--- config.mk ---
export PLATFORM = sky130hd
export DESIGN_NAME = instruction_fetch_unit
export DESIGN_NICKNAME = d
export VERILOG_FILES = /design/src/rtl/instruction_fetch_unit.sv
export SDC_FILE = /design/constraint.sdc
export NUM_CORES = 2
export LEC_CHECK = 0
export CAP_MARGIN = 30
export CORE_MARGIN = 2
export CORE_UTILIZATION = 50
export CTS_CLUSTER_SIZE = 14
export DETAILED_ROUTE_END_ITERATION = 8
export PLACE_DENSITY = 0.7
export SLEW_MARGIN = 0
export SYNTH_ARGS = -nofsm -noshare
export SYNTH_HDL_FRONTEND = slang
export SYNTH_SLANG_ARGS = --single-unit
export TNS_END_PERCENT = 10
--- constraint.sdc ---
create_clock -name clk -period 5.25 [get_ports clk]
set_clock_uncertainty 0.1 [all_clocks]
set_input_delay 0.7875 -clock clk [delete_from_list [all_inputs] [get_ports clk]]
set_output_delay 0.7875 -clock clk [all_outputs]
set_load 0.02 [all_outputs]
--- src/rtl/instruction_fetch_unit.sv ---
// instruction_fetch_unit: PC register plus direct-mapped instruction cache,
// refilling one whole line over a req/ack handshake on a miss.
module instruction_fetch_unit #(
  parameter int          LINES          = 8,
  parameter int          WORDS_PER_LINE = 4,
  parameter logic [63:0] RESET_PC       = 64'h0
) (
  input  logic        clk,
  input  logic        reset_n,
  input  logic        stall,
  input  logic        branch_taken,
  input  logic [63:0] branch_target,
  output logic        mem_req,
  output logic [63:0] mem_addr,
  input  logic        mem_ack,
  input  logic [31:0] mem_rdata,
  output logic [63:0] pc,
  output logic [31:0] instruction,
  output logic        hit
);
  localparam int OW = $clog2(WORDS_PER_LINE);
  localparam int IW = $clog2(LINES);
  localparam int TW = 62 - OW - IW;
  typedef enum logic {RUN, REFILL} state_t;
  state_t state, state_next;
  logic [LINES-1:0] valid;
  logic [TW-1:0] tags [LINES];
  logic [31:0] data [LINES][WORDS_PER_LINE];
  logic [61-OW:0] rline;
  logic [OW-1:0] cnt, off;
  logic [IW-1:0] idx, ridx;
  logic [TW-1:0] tag, rtag;
  logic last, fill, start;
  assign idx = pc[2+OW +: IW];
  assign off = pc[2 +: OW];
  assign tag = pc[63 -: TW];
  assign ridx = rline[IW-1:0];
  assign rtag = rline[61-OW -: TW];
  assign last = cnt == OW'(WORDS_PER_LINE - 1);
  assign fill = state == REFILL && mem_ack;
  assign start = state == RUN && state_next == REFILL;
  assign hit = state == RUN && valid[idx] && tags[idx] == tag;
  assign instruction = data[idx][off];
  assign mem_req = state == REFILL;
  // rline is the line-aligned word address, so the word counter just fills the offset field
  assign mem_addr = mem_req ? {rline, cnt, 2'b00} : '0;
  always_comb begin
    state_next = state;
    state_next = state == RUN ? ((!branch_taken && !hit) ? REFILL : RUN)
                              : ((mem_ack && last) ? RUN : REFILL);
  end
  always_ff @(posedge clk or negedge reset_n)
    if (!reset_n) state <= RUN;
    else state <= state_next;
  always_ff @(posedge clk or negedge reset_n)
    if (!reset_n) begin
      pc <= RESET_PC;
      valid <= '0;
      cnt <= '0;
      rline <= '0;
    end else begin
      if (branch_taken) pc <= branch_target & ~64'h3;
      else if (hit && !stall) pc <= pc + 64'd4;
      if (start) begin
        rline <= pc[63:2+OW];
        cnt <= '0;
        valid[idx] <= 1'b0;
      end
      if (fill) begin
        cnt <= cnt + OW'(1);
        if (last) valid[ridx] <= 1'b1;
      end
    end
  always_ff @(posedge clk)
    if (fill) begin
      data[ridx][cnt] <= mem_rdata;
      if (last) tags[ridx] <= rtag;
    end
endmodule

### Word level (Yosys, flattened, before mapping)

Memory sizes are Yosys's and may differ from the RTL's.
Cells that the tools add are included.

* flip-flop bits (word level): 135
* bits in latches: 0
* bits in writable memories: 1480
* bits in read-only memories: 0
* input port bits: 101
* output and inout bits: 162
* word-level logic and storage cells: 66
* memories: 2

* add/sub/neg operators: 2
* $mul: 0
* divide/modulo/power cells: 0
* magnitude comparators: 7
* equal/unequal tests: 2
* shift-type cells: 0
* multiplexer cells: 27
* bitwise operators: 6
* reductions and logical operators: 15

Memory list
* data: words 8, bits a word 128, read ports 1, clocked after memory_dff 0, wr ports 1, line 28 `logic [31:0] data [LINES][WORDS_PER_LINE];`
* tags: words 8, bits a word 57, read ports 1, clocked after memory_dff 0, wr ports 1, line 27 `logic [TW-1:0] tags [LINES];`

Operators by type and width (count)
* $mux 64: 3
* $mux 128: 1
* $mux 32: 3
* $add 64x3->64 const B: 1
* $bmux 32 s2: 1
* $demux 32 s2: 1
* $eq 57x57->1: 1
* $mux 8: 3
* $logic_and 1x1->1: 10
* $mux 1: 10
* $and 8x8->8: 1
* $lt 3x4->1 const B: 2
* $not 8->8: 1
* $or 8x8->8: 1
* $demux 1 s3: 2
* $ge 3x1->1 const B: 2
* $ge 3x3->1 const B: 2
* $not 2->3: 2
* $mux 2: 2
* $reduce_bool 2->1: 2
* $bmux 1 s3: 1
* $logic_not 1->1: 3
* $lt 3x1->1 const B: 1
* $add 2x1->2 const B: 1
* 2 further kinds: 2

### Longest topological paths before layout

* depth after elaboration: 13
* depth in mapped cells: 15
* gate-level depth less buffers: 9

### Worst setup path after synthesis

OpenSTA, ideal clock, no wires.

* path type: input to register
* start point: input port mem_ack
* end point: register valid[4]
* library setup time: 0.079 ns
* data arrival time: 5.624 ns
* required time: 5.071 ns
* slack: -0.554 ns
* cell stages on the path: 4
* path buffers: 1
* cells stage by stage: clkbuf_1 nand3_1 nor2_1 o32a_1

* word-level cells in the longest chain between the ends: 8
* elaborated cells between the ends (all ways): 9
* those cells by class: mux: 5; bitwise: 1; reduce/logical: 3

RTL lines
* start, declared: line 15 `input logic mem_ack,`
* $logic_and 1x1->1: line 50 `: ((mem_ack && last) ? RUN : REFILL);`
* $mux 1: line 50
* $mux 1: line 49 `state_next = state == RUN ? ((!branch_taken && !hit) ? REFILL : RUN)`
* $logic_and 1x1->1: line 41 `assign start = state == RUN && state_next == REFILL;`
* $mux 8: line 64 `if (start) begin`
* $or 8x8->8 (no source line)
* $mux 8: line 71 `if (last) valid[ridx] <= 1'b1;`
* $mux 8 *: line 69 `if (fill) begin`
* end signal, assigned: line 58 `valid <= '0;`
* end signal, assigned by index: line 67 `valid[idx] <= 1'b0;`
* end signal, assigned by index: line 71
* end, declared: line 26 `logic [LINES-1:0] valid;`

Every way passes the cells marked *; elsewhere a longest branch is shown, timed or not.
A chain may end at the register's enable or synchronous reset.

### Final worst setup path

* start point: register pc[5]
* end point: output port instruction[8]

* word-level cells in the longest chain between the ends: 4

RTL lines
* start, declared: line 17 `output logic [63:0] pc,`
* start signal, assigned: line 62 `if (branch_taken) pc <= branch_target & ~64'h3;`
* start signal, assigned: line 63 `else if (hit && !stall) pc <= pc + 64'd4;`
* $mem_v2 8x128
* $bmux 32 s2: line 43 `assign instruction = data[idx][off];`
* $mux 32 (not written as such) (2 in a row): line 43
* end, declared: line 18 `output logic [31:0] instruction,`

No other way between the ends. The select of a mux whose other input is x is not followed.

==> out/results.ini <==
[outcome]
outcome = finished clean

[finish]
layout-drive-gt1-share_pct = 25.0
nNetsFinal = 3630
area_growth_pct = 16.7
fin_cells = 5318
design_area_um2 = 74800

[cts]
cts.path.max_buffers = 3
cts-buffers-inserted = 159
clk_latency_ps = 810
cts_root_buffer = clkbuf_16
clkTransAtPathRegs_ps = 70
cts-htree-levels = 4
cts_tree = done
cts.sinks = 1613

[critical_path]
worstPathArrival_ps = 4180
crit_buf_inv = 3
path_cells = buf_4 > buf_16 > mux4_2 > mux4_2 > mux2_2 > clkdlybuf4s50_1
slowest_stage = mux4_2
end_kind = primary output
critPathTopFamily = multiplexers
max_stage_delay_ps = 590
crit_fanout = 75
critPathLaunchType = flip-flop
worst-setup-path-type = flip-flop to primary output
cp.depth = 6
worstRegToRegCells = 11
crit_top_cell = mux4_2
critical_path_required_ps = 4360

[logic_synthesis]
synth_mux_area_share_pct = 17.1
avgSynthCellArea_um2 = 20.4
syn_area_um2 = 64100
yosys.area_share.adder_pct = 0.0976
synth_top_family_by_area = multiplexers
synth_xor_area_share_pct = 0.710
synthFlopType = edfxtp_1
async_flop_share_pct = 8.25
synth_top_area_share_pct = 69.3
yosys_register_bits = 1613
synth_compound_area_share_pct = 2.21
synth_top_cells_by_area = edfxtp_1, mux4_2, dfrtp_1
synth_cells = 3143
synth-warning-count = 0
synth_edf_count = 1480
post-synth-top-area-cell = edfxtp_1
synthMostInstantiatedCell = edfxtp_1
seq_area_frac_synth_pct = 74.5
synthTopCellsByCount = edfxtp_1, mux4_2, mux2i_1
synth-simple-area-share_pct = 3.83
synth_cell_types = 64

[global_routing]
grtUsageTotal_pct = 24.4
grt_max_degree = 85
overflow = 0
grt_pass1_wl_um = 229000
grt_pass1_vias = 33200
antenna_found_initial = 11

[pwr]
ir_worst_vdd_mv = 0.365
pwr_density_cell_nw_per_um2 = 433
p_leak_nw = 24.2

[detailed_routing]
ant_nets = 0
num_vias = 33000
wl_um = 159000
wl_per_cell_um = 29.8
drtIter0Drc = 4068
drc = 0
dr.pass1.iters = 6
avgViaCountPerCell = 6.20

[hold_path]
min_path_cells = 3
hold_path.class = input pin to flip-flop

[timing]
slew-limit-headroom_pct = 29.5
finalCriticalPeriod_ps = 5070
fmax_mhz = 197
tns_ps = 0
rsz0062_at_grt = no
setup_viol_count_final = 0
worstMarginPinSlew_ps = 1050
final_max_slew_viol_count = 0
finalHoldViolCount = 0
finalCritPeriodShare_pct = 96.5

[placement]
place_inst = 5021
gp_congestion = 0.903
io_buffers = 256
place_hpwl_um = 90700
post_dp_cell_area_um2 = 69600

[die]
rows = 131
core_area_um2 = 127000
die_area_um2 = 131000
die_y_um = 362
io_pins = 263
initial_core_util_pct = 50.3
dieWidth_um = 362

[run]
drv_cap = 0

registers in the layout (all words and copies together), names as in the netlist:
signal,cells
tags,456
pc,62
rline,60
mem_req,1
data,1024
valid,8
cnt,2
cell type report:
cell class	count	area, um^2
clock buffers	198	4220
well taps	1662	2080
repair buffers	390	4090
fillers	8997	52600
inverters	23	86.3
diodes	2	5.00
multi-input cells	1337	15600
clock inverters	93	902
flip-flops and latches	1613	47800
per-stage QoR:
stage	total power [mW]	util, %	worst slack, ps	hold slack, ps
5_1_grt	33.4	58.7	20.4	344
4_1_cts	32.6	58.7	36.3	305
3_5_place_dp	21.5	54.6	653	389
2_1_floorplan	19.0	-	-554	365
6_report	32.4	58.7	182	366
3_3_place_gp	21.4	54.6	709	381
cells by family after synthesis:
kind of cell / count (synthesis)
fa+ha+maj: 5
other cells: 1
compound gates: 206
flops: 1613
simple gates: 447
mux: 623
buf+inv: 196
xor+xnor: 52
worst min-delay path, stage by stage:
cell and delay, ps:
buf_4 270, nand2_1 110, o21ai_1 50
per-layer routing:
| metal | wire length [um] | GRT usage, % | up-vias |
|---|---|---|---|
| li1 | - | - | 13700 |
| met1 | 65400 | 34.8 | 17500 |
| met2 | 75000 | 37.6 | 1451 |
| met3 | 12800 | 5.13 | 287 |
| met4 | 5370 | 8.79 | 14 |
| met5 | 83 | 0 | - |
where the power goes:
part	internal (mW)	leakage (nW)	switching (mW)
Combinational	2.18	6.77	2.71
Clock	6.26	2.50	4.89
Sequential	15.4	14.9	0.966
Total	23.9	24.2	8.57
path summary, 6_finish.rpt:
| path | start | to | slack (ps) |
|---|---|---|---|
| setup / recovery | pc[5] | instruction[8] | 180 |
| hold / removal | branch_taken | pc[40] | 370 |
| setup reg to reg | pc[5] | pc[47] | 820 |
| hold reg to reg | valid[6] | valid[6] | 400 |
| max in group asynchronous | reset_n | pc[4] | 3520 |
| min in group asynchronous | reset_n | rline[39] | 540 |
what timing repair did:
| action | 4_1_cts | 5_1_grt |
|---|---|---|
| hold buffers | 1 | 0 |
| buffers inserted | 2 | 0 |
| cloned | 0 | 0 |
| pin swaps | 0 | 0 |
| gates resized for setup | 0 | 3 |
| setup endpoints to repair | 11 | 6 |
| hold endpoints to repair | 59 | 0 |
placed cells by master (no fill, tap or decap), types with 29 or more instances in the layout:
| cell type | netlist | routed |
|---|---|---|
| clkinv_1 | 0 | 35 |
| nand4_1 | 30 | 30 |
| buf_4 | 26 | 94 |
| buf_12 | 0 | 38 |
| edfxtp_1 | 1480 | 1480 |
| nor2_1 | 76 | 43 |
| a22oi_1 | 42 | 42 |
| nand2_1 | 93 | 93 |
| mux4_2 | 367 | 367 |
| and2_1 | 73 | 73 |
| clkbuf_16 | 0 | 162 |
| clkbuf_1 | 81 | 32 |
| mux2i_1 | 135 | 134 |
| mux2_2 | 120 | 120 |
| o22ai_1 | 29 | 29 |
| nor2_4 | 0 | 32 |
| nand3_1 | 39 | 39 |
| xnor2_1 | 39 | 39 |
| dfrtp_1 | 133 | 127 |
| clkdlybuf4s50_1 | 0 | 253 |
Power figures use the tool's default switching activity.
